## src/rtl/sccb_cfg_sequencer_if.sv

```systemverilog
// Bundle between the camera-configuration sequencer and the blocks around it:
// the power-up start pulse, the register-init ROM, the SCCB write master and
// the status outputs.
//
// Signals
//   start        one-cycle pulse that begins a configuration pass
//   rom_addr     ROM address (the ROM registers its output, one cycle latency)
//   rom_data     ROM entry {reg[15:8], data[7:0]}
//   sccb_req     write request to the SCCB master
//   sccb_ready   SCCB master idle and able to accept a request
//   sccb_dev_id  SCCB write device address (constant)
//   sccb_reg     register address of the current write
//   sccb_data    data byte of the current write
//   sccb_done    one-cycle pulse: current write finished, stop condition included
//   cfg_busy     pass in progress
//   cfg_done     sticky: pass ended on the end token
//   cfg_err      sticky: pass ran off the last ROM address without an end token
//   entry_count  SCCB writes completed in the current pass
//
// Modports
//   master  the sequencer side
//   slave   the surroundings (start source, ROM, SCCB master, status consumer)
interface sccb_cfg_sequencer_if;
  logic        start;
  logic [7:0]  rom_addr;
  logic [15:0] rom_data;
  logic        sccb_req;
  logic        sccb_ready;
  logic [7:0]  sccb_dev_id;
  logic [7:0]  sccb_reg;
  logic [7:0]  sccb_data;
  logic        sccb_done;
  logic        cfg_busy;
  logic        cfg_done;
  logic        cfg_err;
  logic [7:0]  entry_count;

  modport master (
    input  start, rom_data, sccb_ready, sccb_done,
    output rom_addr, sccb_req, sccb_dev_id, sccb_reg, sccb_data,
           cfg_busy, cfg_done, cfg_err, entry_count
  );

  modport slave (
    output start, rom_data, sccb_ready, sccb_done,
    input  rom_addr, sccb_req, sccb_dev_id, sccb_reg, sccb_data,
           cfg_busy, cfg_done, cfg_err, entry_count
  );
endinterface

```

## src/rtl/sccb_cfg_sequencer.sv

```systemverilog
// Camera register-init sequencer. It walks the OV7670 init ROM and turns each
// {reg, data} entry into one SCCB write request. It also interprets two
// in-band tokens:
//   16'hFFFF   end of table: the pass finishes with cfg_done set
//   16'hFF_nn  wait nn * DELAY_UNIT clock cycles, then fetch the next entry
// Every completed write is followed by GAP_CYCLES idle cycles. If the pass
// reaches ROM_LAST without an end token, it finishes with cfg_err set.
//
// Ports
//   clk    system clock
//   reset  asynchronous active-low reset
//   bus    sccb_cfg_sequencer_if.master (start, ROM, SCCB handshake, status)
//
// Parameters
//   DEV_ID      SCCB write device address driven on sccb_dev_id
//   DELAY_UNIT  clock cycles per delay-token unit
//   GAP_CYCLES  idle cycles after each completed write (must be >= 1)
//   ROM_LAST    highest ROM address that the pass may read
module sccb_cfg_sequencer #(
  parameter logic [7:0]  DEV_ID     = 8'h42,
  parameter int unsigned DELAY_UNIT = 100_000,
  parameter int unsigned GAP_CYCLES = 16,
  parameter logic [7:0]  ROM_LAST   = 8'd255
) (
  input  logic                       clk,
  input  logic                       reset,
  sccb_cfg_sequencer_if.master       bus
);

  typedef enum logic [2:0] {
    S_IDLE,
    S_FETCH,
    S_DECODE,
    S_REQ,
    S_WAIT_DONE,
    S_DELAY,
    S_GAP,
    S_FINISH
  } state_t;

  localparam logic [31:0] DELAY_UNIT_W = 32'(DELAY_UNIT);
  localparam logic [15:0] GAP_LAST     = 16'(GAP_CYCLES - 1);

  state_t      state_q;
  logic [7:0]  rom_addr_q;
  logic        sccb_req_q;
  logic [7:0]  sccb_reg_q;
  logic [7:0]  sccb_data_q;
  logic        cfg_busy_q;
  logic        cfg_done_q;
  logic        cfg_err_q;
  logic [7:0]  entry_count_q;
  logic [31:0] delay_cnt_q;
  logic [15:0] gap_cnt_q;

  logic [31:0] delay_load_d;
  logic        is_end_d;
  logic        is_delay_d;
  logic        advance_d;

  // The delay length is computed at full 32-bit width so that 255 units of
  // 100_000 cycles do not wrap.
  assign delay_load_d = 32'(bus.rom_data[7:0]) * DELAY_UNIT_W;
  assign is_end_d     = (bus.rom_data == 16'hFFFF);
  assign is_delay_d   = (bus.rom_data[15:8] == 8'hFF);

  // DELAY and GAP both end by moving on to the next ROM entry (or by stopping at
  // ROM_LAST). The step is written once, after the state case.
  assign advance_d = ((state_q == S_DELAY) && (delay_cnt_q == 32'd0)) ||
                     ((state_q == S_GAP)   && (gap_cnt_q == GAP_LAST));

  always_ff @(posedge clk or negedge reset) begin
    if (!reset) begin
      state_q       <= S_IDLE;
      rom_addr_q    <= 8'd0;
      sccb_req_q    <= 1'b0;
      sccb_reg_q    <= 8'd0;
      sccb_data_q   <= 8'd0;
      cfg_busy_q    <= 1'b0;
      cfg_done_q    <= 1'b0;
      cfg_err_q     <= 1'b0;
      entry_count_q <= 8'd0;
      delay_cnt_q   <= 32'd0;
      gap_cnt_q     <= 16'd0;
    end else begin
      case (state_q)
        S_IDLE: begin
          if (bus.start) begin
            rom_addr_q    <= 8'd0;
            entry_count_q <= 8'd0;
            cfg_done_q    <= 1'b0;
            cfg_err_q     <= 1'b0;
            cfg_busy_q    <= 1'b1;
            state_q       <= S_FETCH;
          end
        end

        // The registered ROM output for rom_addr_q is valid in DECODE.
        S_FETCH: state_q <= S_DECODE;

        S_DECODE: begin
          if (is_end_d) begin
            cfg_done_q <= 1'b1;
            state_q    <= S_FINISH;
          end else if (is_delay_d) begin
            delay_cnt_q <= delay_load_d;
            state_q     <= S_DELAY;
          end else begin
            sccb_reg_q  <= bus.rom_data[15:8];
            sccb_data_q <= bus.rom_data[7:0];
            sccb_req_q  <= 1'b1;
            state_q     <= S_REQ;
          end
        end

        // The request stays up, with reg/data frozen, until the master takes it.
        S_REQ: begin
          if (sccb_req_q && bus.sccb_ready) begin
            sccb_req_q <= 1'b0;
            state_q    <= S_WAIT_DONE;
          end
        end

        S_WAIT_DONE: begin
          if (bus.sccb_done) begin
            if (entry_count_q != 8'hFF) begin
              entry_count_q <= entry_count_q + 8'd1;
            end
            gap_cnt_q <= 16'd0;
            state_q   <= S_GAP;
          end
        end

        // A zero-length delay still spends one cycle here.
        S_DELAY: begin
          if (delay_cnt_q != 32'd0) begin
            delay_cnt_q <= delay_cnt_q - 32'd1;
          end
        end

        S_GAP: begin
          if (gap_cnt_q != GAP_LAST) begin
            gap_cnt_q <= gap_cnt_q + 16'd1;
          end
        end

        S_FINISH: begin
          cfg_busy_q <= 1'b0;
          state_q    <= S_IDLE;
        end

        default: state_q <= S_IDLE;
      endcase

      if (advance_d) begin
        if (rom_addr_q == ROM_LAST) begin
          cfg_err_q <= 1'b1;
          state_q   <= S_FINISH;
        end else begin
          rom_addr_q <= rom_addr_q + 8'd1;
          state_q    <= S_FETCH;
        end
      end
    end
  end

  assign bus.rom_addr    = rom_addr_q;
  assign bus.sccb_req    = sccb_req_q;
  assign bus.sccb_dev_id = DEV_ID;
  assign bus.sccb_reg    = sccb_reg_q;
  assign bus.sccb_data   = sccb_data_q;
  assign bus.cfg_busy    = cfg_busy_q;
  assign bus.cfg_done    = cfg_done_q;
  assign bus.cfg_err     = cfg_err_q;
  assign bus.entry_count = entry_count_q;

endmodule

```

## src/flat_wrapper.sv

```systemverilog
// flat-port wrapper written by rule: the top's interface ports become plain ports
module sccb_cfg_sequencer_flat 
#(
  parameter logic [7:0]  DEV_ID     = 8'h42,
  parameter int unsigned DELAY_UNIT = 100_000,
  parameter int unsigned GAP_CYCLES = 16,
  parameter logic [7:0]  ROM_LAST   = 8'd255
)
  (clk, reset, bus_start, bus_rom_data, bus_sccb_ready, bus_sccb_done, bus_rom_addr, bus_sccb_req, bus_sccb_dev_id, bus_sccb_reg, bus_sccb_data, bus_cfg_busy, bus_cfg_done, bus_cfg_err, bus_entry_count);
  sccb_cfg_sequencer_if bus_i ();
  input  logic clk;
  input  logic reset;
  input wire logic [$bits(bus_i.start)-1:0] bus_start;
  input wire logic [$bits(bus_i.rom_data)-1:0] bus_rom_data;
  input wire logic [$bits(bus_i.sccb_ready)-1:0] bus_sccb_ready;
  input wire logic [$bits(bus_i.sccb_done)-1:0] bus_sccb_done;
  output wire logic [$bits(bus_i.rom_addr)-1:0] bus_rom_addr;
  output wire logic [$bits(bus_i.sccb_req)-1:0] bus_sccb_req;
  output wire logic [$bits(bus_i.sccb_dev_id)-1:0] bus_sccb_dev_id;
  output wire logic [$bits(bus_i.sccb_reg)-1:0] bus_sccb_reg;
  output wire logic [$bits(bus_i.sccb_data)-1:0] bus_sccb_data;
  output wire logic [$bits(bus_i.cfg_busy)-1:0] bus_cfg_busy;
  output wire logic [$bits(bus_i.cfg_done)-1:0] bus_cfg_done;
  output wire logic [$bits(bus_i.cfg_err)-1:0] bus_cfg_err;
  output wire logic [$bits(bus_i.entry_count)-1:0] bus_entry_count;
  assign bus_i.start = bus_start;
  assign bus_i.rom_data = bus_rom_data;
  assign bus_i.sccb_ready = bus_sccb_ready;
  assign bus_i.sccb_done = bus_sccb_done;
  assign bus_rom_addr = bus_i.rom_addr;
  assign bus_sccb_req = bus_i.sccb_req;
  assign bus_sccb_dev_id = bus_i.sccb_dev_id;
  assign bus_sccb_reg = bus_i.sccb_reg;
  assign bus_sccb_data = bus_i.sccb_data;
  assign bus_cfg_busy = bus_i.cfg_busy;
  assign bus_cfg_done = bus_i.cfg_done;
  assign bus_cfg_err = bus_i.cfg_err;
  assign bus_entry_count = bus_i.entry_count;
  sccb_cfg_sequencer #(.DEV_ID(DEV_ID), .DELAY_UNIT(DELAY_UNIT), .GAP_CYCLES(GAP_CYCLES), .ROM_LAST(ROM_LAST)) u_core (.clk(clk), .reset(reset), .bus(bus_i));
endmodule
```

## config.mk

```make
export PLATFORM = sky130hd
export DESIGN_NAME = sccb_cfg_sequencer_flat
export DESIGN_NICKNAME = d
export VERILOG_FILES = /design/src/rtl/sccb_cfg_sequencer_if.sv /design/src/rtl/sccb_cfg_sequencer.sv /design/src/flat_wrapper.sv
export SDC_FILE = /design/constraint.sdc
export NUM_CORES = 1
export LEC_CHECK = 0
export ABC_AREA = 0
export CORE_MARGIN = 4
export CORE_UTILIZATION = 51
export DETAILED_ROUTE_END_ITERATION = 12
export HOLD_SLACK_MARGIN = 0.1
export MAX_ROUTING_LAYER = met4
export PLACE_DENSITY_LB_ADDON = 0.08
export SETUP_SLACK_MARGIN = 0.02
export SLEW_MARGIN = 20
export SYNTH_ARGS = -nofsm -noshare
export SYNTH_HDL_FRONTEND = slang
export SYNTH_SLANG_ARGS = --single-unit
```

## constraint.sdc

```tcl
create_clock -name clk -period 4.3 [get_ports clk]
set_input_delay 1.29 -clock clk [delete_from_list [all_inputs] [get_ports clk]]
set_output_delay 1.29 -clock clk [all_outputs]
set_load 0.02 [all_outputs]
```

== After elaboration in Yosys (flattened, before gate mapping) ==
Cells that the tools add are included.
W data, S select, Z words.

* Add/subtract/negate cells: 4
* Equality and inequality tests: 26
* Mux-type cells: 36
* Bitwise gates (word level): 2
* Multipliers: 1
* Reductions and logical operators: 22

{| class="wikitable"
|+ Operators with widths
! kind !! count
|-
| $mux W32 || 3
|-
| $pmux W32 S2 || 1
|-
| $mux W8 || 7
|-
| $logic_not A32 Y1 || 1
|-
| $mux W16 || 2
|-
| $pmux W16 S2 || 1
|-
| $reduce_bool A32 Y1 || 1
|-
| $sub A32 B1 Y32 const B || 1
|-
| $mux W3 || 7
|-
| $mul A8 B12 Y20 const B || 1
|-
| $pmux W3 S6 || 1
|-
| $add A16 B1 Y16 const B || 1
|-
| $add A8 B1 Y8 const B || 2
|-
| $eq A16 B16 Y1 const B || 1
|-
| $eq A16 B4 Y1 const B || 1
|-
| $eq A8 B8 Y1 const B || 2
|-
| $ne A16 B4 Y1 const B || 1
|-
| $pmux W8 S2 || 1
|-
| $reduce_and A4 Y1 || 4
|-
| $eq A3 B3 Y1 const B || 4
|-
| $ne A2 B2 Y1 const B || 6
|-
| $reduce_bool A2 Y1 || 6
|-
| $mux W1 || 10
|-
| $reduce_and A3 Y1 || 3
|-
| other kinds (13) || 23
|}

* Output and inout bits: 44
* Input bits: 21
* Logic and storage cells: 102
* Flip-flop bits (word level): 87

== Logic depth before layout (Yosys ltp) ==
Gate-level depths: netlist (run 1).

* Word-level depth: 5
* Gate-level depth with buffers: 13
* Depth with buffers taken out: 13

== Worst setup path before layout (run 1) ==
OpenSTA, ideal clock, no wires.

* Path type: input -> register
* Start point: in bus_rom_data[2]
* End point: reg u_core.delay_cnt_q[20]
* Slack: -136 ps
* Setup time: 124 ps
* Arrival: 4,312 ps
* Data required time: 4,176 ps
* Path buffers: 0
* Stages: 12
* Path through: ha_1 > ha_1 > inv_1 > fa_1 > inv_1 > fa_1 > ha_1 > or4_1 > o21bai_1 > o21bai_1 > xnor2_1 > a211o_1

* Word-level cells in the longest chain between the ends: 4
* Elaborated cells between the ends (all ways): 7
* Those cells by class: 1 x mul; 2 x eq/ne; 3 x mux; 1 x reduce/logical

{| class="wikitable"
|+ RTL lines
! what !! RTL line !! text
|-
| start: declaration || flat_wrapper.sv:14 || <nowiki>input wire logic [$bits(bus_i.rom_data)-1:0] bus_rom_data;</nowiki>
|-
| $mul A8 B12 Y20 || sccb_cfg_sequencer.sv:63 || <nowiki>assign delay_load_d = 32'(bus.rom_data[7:0]) * DELAY_UNIT_W;</nowiki>
|-
| $mux W32 || sccb_cfg_sequencer.sv:105 || <nowiki>end else if (is_delay_d) begin</nowiki>
|-
| $mux W32 || sccb_cfg_sequencer.sv:102 || <nowiki>if (is_end_d) begin</nowiki>
|-
| $pmux W32 S2 || sccb_cfg_sequencer.sv:86 || <nowiki>case (state_q)</nowiki>
|-
| end signal: assignment || sccb_cfg_sequencer.sv:106 || <nowiki>delay_cnt_q <= delay_load_d;</nowiki>
|-
| end signal: assignment || sccb_cfg_sequencer.sv:137 || <nowiki>delay_cnt_q <= delay_cnt_q - 32'd1;</nowiki>
|-
| end: declaration || sccb_cfg_sequencer.sv:53 || <nowiki>logic [31:0] delay_cnt_q;</nowiki>
|}

Parallel ways exist; a longest one is shown, timed or not. The select of a mux whose other input is x is not followed.
A chain may end at the register's enable or synchronous reset.

== Worst setup path after layout (run 1) ==
* Start point: in bus_rom_data[0]
* End point: reg u_core.delay_cnt_q[19]

Same word-level chain as after synthesis.

==> results of run 1 <==
==> cell type report <==
| type | instances | area (sq um) |
|---|---|---|
| fill | 1001 | 4240 |
| multi-input combinational | 552 | 4060 |
| sequential | 87 | 2180 |
| timing repair buffer | 116 | 985 |
| clock buffer | 10 | 229 |
| tap | 147 | 184 |
| inverter | 25 | 93.8 |
| clock inverter | 6 | 46.3 |
==> stage by stage <==
stage	area, sq um	total power [uW]
after CTS	7720	3690
after global routing	7770	4000
after floorplan	6360	2280
after global placement	7410	2860
after detailed placement	7410	2910
final	7770	3720
==> where the power goes <==
part | switching [uW] | internal, uW
Clock | 346 | 396
Combinational | 934 | 849
Sequential | 191 | 1010
==> cell families after synthesis <==
family	Yosys count	synth area share, %
adders and majority gates	69	15.3
buffers and inverters	52	3.95
other	2	0.120
DFF	87	34.9
and+or+nand+nor	275	22.8
xor gates and xnor gates	38	5.33
AOI/OAI and AO/OA	152	16.0
muxes	10	1.76
==> placed cells by master (no fill, tap or decap), types with 5 or more instances in the layout <==
cell type,count
ha_1,47
or3_1,8
ha_4,8
dfrtp_1,87
a21oi_1,28
o21ai_1,8
nor4_1,14
a21o_1,7
nor3_1,23
nand4_1,13
inv_1,25
fa_1,9
buf_4,60
nand2b_1,5
xor2_1,18
clkdlybuf4s50_1,48
clkbuf_16,9
mux2_2,8
nand3_1,25
o211ai_1,8
xnor2_1,20
or2_2,6
a31oi_1,7
o21ai_0,34
nor2_1,67
a211o_1,7
o21ai_2,5
and3_1,6
conb_1,8
nand2_1,64
==> cells in the mapped netlist, types with 5 or more instances <==
cell type	n	area, sq um
a31oi_1	7	43.8
or3_1	8	50.1
o21ai_2	5	43.8
buf_4	8	60.1
nand4_1	13	81.3
o31ai_1	6	45.0
or2_2	6	37.5
or4_1	5	37.5
a211o_1	7	61.3
nand3_1	25	125
xor2_1	18	158
clkbuf_1	14	52.6
nor4_1	14	87.6
a21oi_1	30	150
o211ai_1	8	60.1
nand2b_1	6	37.5
inv_1	25	93.8
xnor2_1	20	175
nand2_1	64	240
ha_1	57	713
and3_1	6	37.5
nor2_1	68	255
a21o_1	8	60.1
mux2_2	8	90.1
nor3_1	25	125
dfrtp_1	87	2180
fa_1	12	240
o21ai_0	41	205
==> repair_timing <==
item | in CTS | in global routing
resized for setup | 19 | 28
pin swaps | 4 | 12
endpoints found under the setup margin | 12 | 10
==> critical path, stage by stage <==
cell	delay, ps
clkdlybuf4s50_1	500
fa_1	430
ha_1	310
ha_1	300
inv_1	60
fa_1	440
nand2b_4	160
a21o_4	230
a32oi_4	300
a21oi_2	100
xor2_1	140
o221ai_1	180
==> worst max path at each step <==
stage	endpoint	slack, ps	cells past startpoint
finish	u_core.delay_cnt_q[19]	120	12
CTS	u_core.delay_cnt_q[19]	30	14
floorplan	u_core.delay_cnt_q[20]	30	11
global placement	u_core.delay_cnt_q[20]	-700	11
global route	u_core.delay_cnt_q[23]	-10	12
detailed placement	u_core.delay_cnt_q[22]	-770	14
==> routing by layer <==
layer	GRT usage (%)	vias up	part of all wire [%]	wire [um]
met5	-	-	0	0
met4	7.46	0	1.6	252
met3	4.31	24	4.8	758
met2	37.5	147	49	7760
met1	30.5	2702	44	7010
li1	-	2710	-	-
==> reports/qor.csv, run 1 <==
stage,metric,value,unit
global_routing,grt_util_all_layers,23.5,%
setup_path,crit_type,input port to register,
clock_tree,cts_max_level,3,
synth,ys_warn_count,0,
setup_path,start_kind,input port,
global_routing,grt_start_max_net_pins,33,
synth,async_reset_ff_share,100,%
final_layout,diodes,0,
timing,drv_slew,0,
floorplanning,die_w,119,um
global_routing,antenna_found_initial,0,
floorplanning,fp.dieH,119,um
drt,drt_pass1_iterations,5,
placement,dp_slack,-769,ps
synth,syn_inst,685,
synth,synth-seq-cells,87,
setup_path,ff2ff_path_depth,6,
clock_tree,cts_buffers,9,
floorplanning,core_area,12000,sq um
final_layout,largest_register,u_core.delay_cnt_q,
pwr,irDropWorstVdd,0.307,mV
drt,ant_nets,0,
synth,ys.flop_type,dfrtp_1,
global_routing,grt_overflow,0,
drt,drtIter0Drc,412,
global_routing,grt_pass1_vias,5528,
placement,port_buffers,56,
timing,worst_pin_slew,827,ps
synth,synth_edf_count,0,
synth,ys_types,72,
final_layout,fin_nets,881,
timing,hold_violations,0,
timing,setup_viol,0,
synth,ys_seq_area_share,34.9,%
final_layout,area_growth,24.5,%
run_status,outcome,finished clean,
final_layout,top_regs,"u_core.delay_cnt_q (32), u_core.gap_cnt_q (16)",
pwr,leakagePower,0.00344,uW
clock_tree,cts_sinks,87,
final_layout,fin_cells,943,
floorplanning,rows,40,
hold_path,whs_endpoint,u_core.bus.sccb_data[4],
timing,min_period,4180,ps
hold_path,hold_class,register to register,
clock_tree,cts_tree,built,
drt,routed_wl,15800,um
clock_tree,clock_latency,350,ps
setup_path,ff2ff_setup_slack,1230,ps
clock_tree,cts_buffer_depth,2,
drt,viasPerCell,5.92,
synth,syn-cell-area,6250,sq um
timing,slew_headroom,44.4,%
drt,wl_per_cell,16.7,um
final_layout,largest_reg_flops,32,
global_routing,grt_pass1_wl,26600,um
setup_path,startpoint,bus_rom_data[0],
clock_tree,post_cts_buffers,0,
final_layout,final_util,64.7,%
floorplanning,die-area,14100,sq um
clock_tree,hold_buffers,0,
setup_path,r2r_start,u_core.delay_cnt_q[28],
timing,fin_tns_setup,0,ps
drt,drc,0,
timing,finClkSkew,9.58,ps
floorplanning,ios,65,
setup_path,cp.required,4560,ps
pwr,p_per_area,479,nW/um^2
final_layout,drive_above_1_share,17.6,%
clock_tree,path_clk_slew,70,ps
hold_path,hp-start,u_core.bus.sccb_data[4],
flow_run,cap_violations,0,
timing,rsz0062_at_grt,yes,
placement,place_congestion,0.893,
setup_path,critPathArrivalTime,4440,ps
placement,hpwl,11900,um
floorplanning,initial_utilization,52.0,%
drt,vias,5583,
setup_path,worstReg2RegEnd,u_core.delay_cnt_q[6],
setup_path,endpoint_kind,register,
hold_path,hold_path_depth,2,
timing,timing.fmax,239,MHz
placement,place_inst,927,
clock_tree,root_buffer,clkbuf_16,
timing,hold_ws,485,ps
timing,finalWorstSetupSlack,124,ps
timing,post-route-period-util,97.1,%
setup_path,cp_max_fo,3,
synth,syn_area_per_cell,9.12,sq um
(Power assumes the default switching activity.)
==> run 2: changes to the inputs <==
Settings changed: SETUP_SLACK_MARGIN 0.02 to default.
==> reports/qor.csv, run 2 (synthesized netlist as in run 1, its figures left out) <==
stage,metric,value,unit,change
run_status,outcome,finished clean,,
pwr,p_seq_share,31.9,%,-0.3 points
final_layout,multi_input_area,4090,sq um,+0.65%
drt,wl_per_cell,16.8,um,+0.59%
setup_path,endpoint_kind,register,,
pwr,leakagePower,0.00344,uW,-0.14%
final_layout,diodes,0,,unchanged
placement,hpwl,11900,um,-0.49%
global_routing,grt_overflow,0,,unchanged
timing,timing.fmax,234,MHz,-2.3%
final_layout,seq_area,2180,sq um,unchanged
clock_tree,cts_tree,built,,
floorplanning,initial_utilization,52.0,%,unchanged
global_routing,grt_busiest_layer,met2,,
drt,routed_wl,15900,um,+0.70%
final_layout,drive_above_1_share,17.9,%,+0.35 points
clock_tree,cts_max_level,3,,unchanged
global_routing,grt_use_met2,37.2,%,-0.32 points
global_routing,grt_pass1_wl,26500,um,-0.21%
global_routing,grt_util_all_layers,23.6,%,+0.079 points
final_layout,mostFrequentLayoutCells,"dfrtp_1, nor2_1, nand2_1",,
clock_tree,cts_buffer_depth,2,,unchanged
floorplanning,fp.dieH,119,um,unchanged
clock_tree,hold_buffers,0,,unchanged
setup_path,start_kind,input port,,
final_layout,area_growth,25.1,%,
timing,setup_viol,0,,unchanged
placement,dp_slack,-717,ps,+52.2 ps
setup_path,cp.required,4530,ps,-30 ps
pwr,irDropWorstVdd,0.310,mV,+1.1%
setup_path,critPathArrivalTime,4510,ps,+70 ps
pwr,p_per_area,482,nW/um^2,+0.57%
final_layout,final_common_cell,dfrtp_1,,
floorplanning,rows,40,,unchanged
drt,drt_pass1_iterations,5,,unchanged
pwr,clkPwrFrac,20.3,%,+0.4 points
timing,slew_headroom,43.4,%,-1.0 points
flow_run,cap_violations,0,,unchanged
setup_path,ff2ff_path_depth,7,,+1
drt,viasPerCell,5.94,,+0.36%
timing,worst_pin_slew,841,ps,+13.7 ps
global_routing,grtUsageMet3,4.69,%,+0.38 points
setup_path,worstReg2RegEnd,u_core.delay_cnt_q[8],,
global_routing,antenna_found_initial,0,,unchanged
timing,finClkSkew,7.21,ps,-2.37 ps
timing,finalWorstSetupSlack,25.8,ps,-98.0 ps
timing,post-route-period-util,99.4,%,+2.3 points
placement,port_buffers,56,,unchanged
setup_path,r2r_start,u_core.delay_cnt_q[28],,
timing,min_period,4270,ps,+98.0 ps
timing,drv_slew,0,,unchanged
clock_tree,cts_sinks,87,,unchanged
drt,drtIter0Drc,527,,+28%
pwr,intPower,2290,uW,+1.6%
timing,fin_tns_setup,0,ps,unchanged
pwr,share_comb_of_total_power,47.8,%,about the same
floorplanning,core_area,12000,sq um,unchanged
global_routing,grt_pass1_vias,5498,,-0.54%
placement,place_congestion,0.917,,+2.8%
hold_path,hold_class,register to register,,
clock_tree,root_buffer,clkbuf_16,,
global_routing,grt_start_max_net_pins,33,,unchanged
setup_path,startpoint,bus_rom_data[0],,
setup_path,crit_type,input port to register,,
floorplanning,die-area,14100,sq um,unchanged
floorplanning,ios,65,,unchanged
floorplanning,die_w,119,um,unchanged
final_layout,largest_register,u_core.delay_cnt_q,,
final_layout,fin_nets,882,,+0.11%
setup_path,cp_max_fo,6,,+3
drt,ant_nets,0,,unchanged
pwr,swShare,39.2,%,-0.32 points
global_routing,use_met1,30.8,%,+0.26 points
final_layout,fill_cells,1007,,+0.60%
timing,hold_violations,0,,unchanged
drt,drc,0,,unchanged
clock_tree,path_clk_slew,70,ps,about the same
clock_tree,cts_buffers,9,,unchanged
drt,vias,5609,,+0.47%
clock_tree,clock_latency,350,ps,about the same
final_layout,top_regs,"u_core.delay_cnt_q (32), u_core.gap_cnt_q (16)",,
pwr,switching_power,1470,uW,+0.22%
setup_path,crit_end,u_core.delay_cnt_q[24],,
setup_path,ff2ff_setup_slack,1160,ps,-70 ps
final_layout,largest_reg_flops,32,,unchanged
[run 2: through the flow]
stage	area, sq um	utilization [%]	instances	hold WS, ps	power [uW]
2_1_floorplan	6340	-	691	469	2280
3_3_place_gp	7390	61.5	926	461	2850
3_5_place_dp	7390	61.5	926	462	2900
4_1_cts	7700	64.1	943	479	3680
5_1_grt	7810	65.0	944	519	4050
6_report	7810	65.0	944	478	3760
[run 2: worst min-delay path by stage]
stage / end / from / depth (start not counted) / slack (ps)
floorplan: u_core.delay_cnt_q[8] / u_core.delay_cnt_q[8] / 2 / 470
global placement: u_core.bus.sccb_data[7] / u_core.bus.sccb_data[7] / 2 / 460
detailed placement: u_core.bus.sccb_data[5] / u_core.bus.sccb_data[5] / 2 / 460
CTS: u_core.bus.sccb_data[5] / u_core.bus.sccb_data[5] / 2 / 480
global route: u_core.bus.sccb_data[6] / u_core.bus.sccb_data[6] / 2 / 520
finish: u_core.bus.sccb_data[5] / u_core.bus.sccb_data[5] / 2 / 480
[run 2: area by class of cell]
class                      instances  area share, %
inverter                          25           1.20
clock buffer                      12           3.28
multi-input combinational        552           52.3
clock inverter                     4          0.368
timing repair buffer             117           12.6
tap                              147           2.35
sequential                        87           27.9
[run 2: critical path, cell delays in order]
cell	delay, ps
clkdlybuf4s50_1	520
buf_4	200
ha_1	260
fa_1	410
fa_1	410
ha_2	390
nand4_1	120
or3_1	360
o211ai_1	260
xnor2_1	180
o21ai_1	110
[run 2: power by group through the flow]
stage               combinational (uW)  clock [uW]  sequential, uW
floorplan                         1010           0            1260
global placement                  1650           0            1200
detailed placement                1680           0            1210
CTS                               1710         780            1200
global route                      1990         823            1230
finish                            1800         763            1200
[run 2: metal layers]
metal  vias to the layer above  wire [um]
met2                       156       7860
met4                         0        233
met5                         -          0
met3                        18        858
li1                       2705          -
met1                      2730       6930
[run 2: repair_timing]
action,CTS,global route
setup endpoints to repair,12,10
pin swaps,4,19
buffers inserted,1,1
gates resized for setup,15,36
==> run 3: changes to the inputs <==
Settings changed: DONT_BUFFER_PORTS from default to 1.
==> reports/qor.csv, run 3 (synthesized netlist as in run 1, its figures left out) <==
stage,metric,value,unit,change
clock_tree,cts_buffer_depth,2,,unchanged
clock_tree,cts_tree,built,,
floorplanning,die_w,119,um,unchanged
timing,timing.fmax,246,MHz,+5.3%
drt,viasPerCell,6.10,,+2.7%
setup_path,cp_num_buf_inv,2,,unchanged
setup_path,crit_type,input port to register,,
setup_path,cp_top_family,adder cells,,
global_routing,grt_pass1_wl,25500,um,-3.6%
final_layout,final_common_cell,dfrtp_1,,
drt,drt_pass1_iterations,5,,unchanged
timing,fin_tns_setup,0,ps,unchanged
drt,wl_per_cell,17.7,um,+5.1%
floorplanning,initial_utilization,52.0,%,unchanged
final_layout,fin_cells,851,,-9.9%
clock_tree,hold_buffers,0,,unchanged
timing,min_period,4060,ps,-215 ps
pwr,leakagePower,0.00303,uW,-12%
clock_tree,path_clk_slew,60,ps,about the same
drt,ant_nets,0,,unchanged
hold_path,hold_class,register to register,,
clock_tree,cts_sinks,87,,unchanged
setup_path,critical_path.cell_chain,ha_1 -> ha_1 -> inv_1 -> fa_1 -> inv_1 -> fa_2 -> ha_1 -> nand2b_1 -> a21o_1 -> a32oi_1 -> o21ai_0 -> xor2_1 -> o21ai_0,,
timing,finalWorstSetupSlack,240,ps,+215 ps
global_routing,grt_busiest_layer,met2,,
placement,place_congestion,0.925,,+0.78%
setup_path,start_kind,input port,,
final_layout,area_growth,9.86,%,
floorplanning,rows,40,,unchanged
clock_tree,clock_latency,350,ps,about the same
floorplanning,fp.dieH,119,um,unchanged
setup_path,cp_max_fo,5,,-1
drt,vias,5194,,-7.4%
global_routing,grt_use_met2,35.8,%,-1.5 points
final_layout,drive_above_1_share,11.5,%,-6.4 points
pwr,irDropWorstVdd,0.236,mV,-24%
placement,hpwl,11300,um,-5.2%
final_layout,top_regs,"u_core.delay_cnt_q (32), u_core.gap_cnt_q (16)",,
timing,finClkSkew,5.25,ps,-1.95 ps
drt,drtIter0Drc,364,,-31%
run_status,outcome,finished clean,,
placement,dp_slack,-162,ps,+555 ps
clock_tree,root_buffer,clkbuf_16,,
final_layout,fill_cells,1078,,+7.1%
timing,hold_violations,0,,unchanged
setup_path,critPathArrivalTime,4330,ps,-180 ps
global_routing,grt_util_all_layers,22.9,%,-0.69 points
global_routing,grt_start_max_net_pins,88,,+170%
pwr,power,3400,uW,-9.6%
timing,slew_headroom,44.8,%,+1.4 points
clock_tree,cts_max_level,3,,unchanged
final_layout,largest_register,u_core.delay_cnt_q,,
final_layout,multi_input_area,3930,sq um,-3.7%
final_layout,largest_reg_flops,32,,unchanged
placement,port_buffers,0,,-100%
timing,setup_viol,0,,unchanged
timing,rsz0062_at_grt,no,,
global_routing,grt_pass1_vias,5130,,-6.7%
final_layout,mostFrequentLayoutCells,"dfrtp_1, nor2_1, nand2_1",,
drt,routed_wl,15100,um,-5.3%
drt,drc,0,,unchanged
setup_path,cp.required,4570,ps,+40 ps
clock_tree,cts_buffers,9,,unchanged
final_layout,diodes,0,,unchanged
final_layout,seq_area,2180,sq um,unchanged
timing,worst_pin_slew,820,ps,-20.6 ps
pwr,p_per_area,496,nW/um^2,+2.9%
setup_path,cp_slowest_cell,fa_1,,
global_routing,grtUsageMet3,4.45,%,-0.24 points
flow_run,cap_violations,0,,unchanged
global_routing,antenna_found_initial,0,,unchanged
placement,place_inst,837,,-9.6%
setup_path,cp_common_cell,ha_1,,
global_routing,grt_overflow,0,,unchanged
floorplanning,die-area,14100,sq um,unchanged
setup_path,endpoint_kind,register,,
setup_path,critPathMaxStageDelay,510,ps,about the same
final_layout,fin_nets,791,,-10%
timing,drv_slew,0,,unchanged
floorplanning,ios,65,,unchanged
timing,post-route-period-util,94.4,%,-5.0 points
global_routing,use_met1,29.8,%,-0.97 points
floorplanning,core_area,12000,sq um,unchanged
## run 3: what timing repair did
action                     CTS  global route
setup endpoints to repair    0             1
resized for setup            0             1
setup buffers                0             0
## run 3: power by group
part	leakage, uW	switching [uW]	total, uW	internal (uW)
Combinational	0.00177	699	1300	598
Sequential	0.00112	326	1330	1010
Clock	0.000138	329	772	443
## run 3: tightest hold or removal path, delay by kind of cell, from the launching register on
| kind | cells | cell delay [ps] |
|---|---|---|
| compound gates | 1 | 60 |
| flops | 1 | 360 |
| simple gates | 1 | 50 |
## run 3: per-layer routing
| metal | vias to the layer above | part of all wire (%) | wire length, um |
|---|---|---|---|
| met3 | 21 | 5.4 | 807 |
| li1 | 2516 | - | - |
| met1 | 2535 | 46 | 6890 |
| met5 | - | 0 | 0 |
| met2 | 122 | 47 | 7130 |
| met4 | 0 | 1.5 | 223 |
## run 3: stage by stage
stage,hold WS [ps],cell area [sq um],util [%]
floorplan,469,6340,-
global placement,483,6580,54.8
detailed placement,495,6580,54.8
CTS,508,6860,57.1
global route,541,6860,57.1
finish,506,6860,57.1
## run 3: cell type report
type,instances,share of cell area [%]
inverter,25,1.37
clock buffer,10,3.34
clock inverter,4,0.711
multi-input combinational,552,57.3
timing repair buffer,26,2.84
sequential,87,31.7
tap,147,2.68
## run 3: final timing paths
kind                                             start                endpoint  slack (ps)  depth (start not counted)
worst max register to register  u_core.delay_cnt_q[28]  u_core.bus.rom_addr[5]        1070                          6
max in group asynchronous                        reset     u_core.gap_cnt_q[7]        3570                          0
worst min register to register   u_core.delay_cnt_q[1]   u_core.delay_cnt_q[1]         510                          2
worst min-delay path             u_core.delay_cnt_q[1]   u_core.delay_cnt_q[1]         510                          2
min in group asynchronous                        reset    u_core.gap_cnt_q[11]         630                          0
worst max-delay path                   bus_rom_data[2]  u_core.delay_cnt_q[21]         240                         13
==> edit (settings of run 1) <==
Reset style: synchronous (`reset`), changed in one clocked block. Comments in the files are not updated.
--- a/src/rtl/sccb_cfg_sequencer.sv
+++ b/src/rtl/sccb_cfg_sequencer.sv
@@ -69,7 +69,7 @@
   assign advance_d = ((state_q == S_DELAY) && (delay_cnt_q == 32'd0)) ||
                      ((state_q == S_GAP)   && (gap_cnt_q == GAP_LAST));
 
-  always_ff @(posedge clk or negedge reset) begin
+  always_ff @(posedge clk) begin
     if (!reset) begin
       state_q       <= S_IDLE;
       rom_addr_q    <= 8'd0;
Function: differs if reset is asserted again (counterexample within 4 cycles, from zero or initial values and one cycle with reset low); with reset held inactive, the same outputs for 10 cycles.
==> edit against run 1 <==
- design area shrank 5.1%
- count of clock-buffer cells in the layout increased by 1
- synthesized area is 6.7% lower
- sequential cell count stayed put
- cell count grew 2.5%
- largest power group unchanged
- worst setup slack lost 0.0031 ns
- total power increased by 3.4%
- wire length fell by 2.7%
- critical path type unchanged
==> edit: results <==
[yosys]
async_flop_share_pct = 0
seq_area_frac_synth_pct = 29.88
yosys-top-cells-count = "nor2_1, dfxtp_1, nand2_1, ha_1, a21oi_1"
synthFlopType = "dfxtp_1"

[critical_path]
rr_worst_depth = 8
timing.rr.end = "u_core.delay_cnt_q[12]$_SDFFE_PN0P_"
critPathMaxStageDelay_ns = 0.48
cp-startpoint = "bus_rom_data[2]"
critPathSlowestCell = "fa_1"
rr_startpoint = "u_core.state_q[0]$_SDFFE_PN0P_"

[grt]
grt_max_degree = 27
first_global_vias = 5332
grt_pass1_wl_mm = 24.65

[placement]
dpl.cell_count = 946
dp_slack_ns = -0.8097

[final_layout]
multi_input_area_share_pct = 55.16
n_all_inverters = 21
drive_above_1_share_pct = 14.51
clock_buffers = 11
sh_seq_area_pct = 23.62
final_cell_count_no_fill = 967
nNonClkBuffers = 118
fin_nets = 914
fill_cells = 954
register_area_um2 = 1742
multi_input_cells = 586

[timing]
fin_hold_ws_ns = 0.4591
worst_clock_skew_ns = 0.008701
tightest_slew_ns = 1.020

[drt]
dr.first_iter.drc_count = 454
wirelength_mm = 15.35

[power]
peakVddDrop_v = 0.0003017
pwr-share-seq_pct = 27.3
p_leak_nw = 2.942
powerDensity_nw_per_um2 = 522.0

[outcome]
status = "finished clean"

[worst_hold_path]
hp-start = "u_core.bus.sccb_data[2]$_SDFFE_PN0P_"
hold_path_end = "u_core.bus.sccb_data[2]$_SDFFE_PN0P_"
## edit: cell types whose count changed in the layout (fill, tap and decap cells not counted), moves of 8 or more
cell,delta
nand2_1,+18
nand4_1,+10
a21oi_1,+28
dfrtp_1,-87
xor2_1,+12
xnor2_1,-9
nor2_1,+28
dfxtp_1,+87
nor4_1,-8
mux2_2,-8
## edit: timing repair
action	in CTS	in global routing
gates resized for setup	33	21
endpoints found under the setup margin	13	10
buffers inserted	3	3
pin swaps	13	15
## edit: metal layers
metal  part of all wire, %  up-vias  track usage [%]
li1                      -     2777                -
met2                    48      124            37.08
met4                   1.1        0            6.808
met3                   4.1       14            4.211
met5                     0        -                -
met1                    47     2614            31.21
## edit: kinds of logic after synthesis
family                     Yosys count  synth area share, %
buffers and inverters               56                4.550
AOI/OAI and AO/OA                  162                16.78
DFF                                 87                29.88
other                                2               0.1288
adders and majority gates           70                16.57
xor gates and xnor gates            41                6.160
muxes                                3               0.5152
and+or+nand+nor                    302                25.41
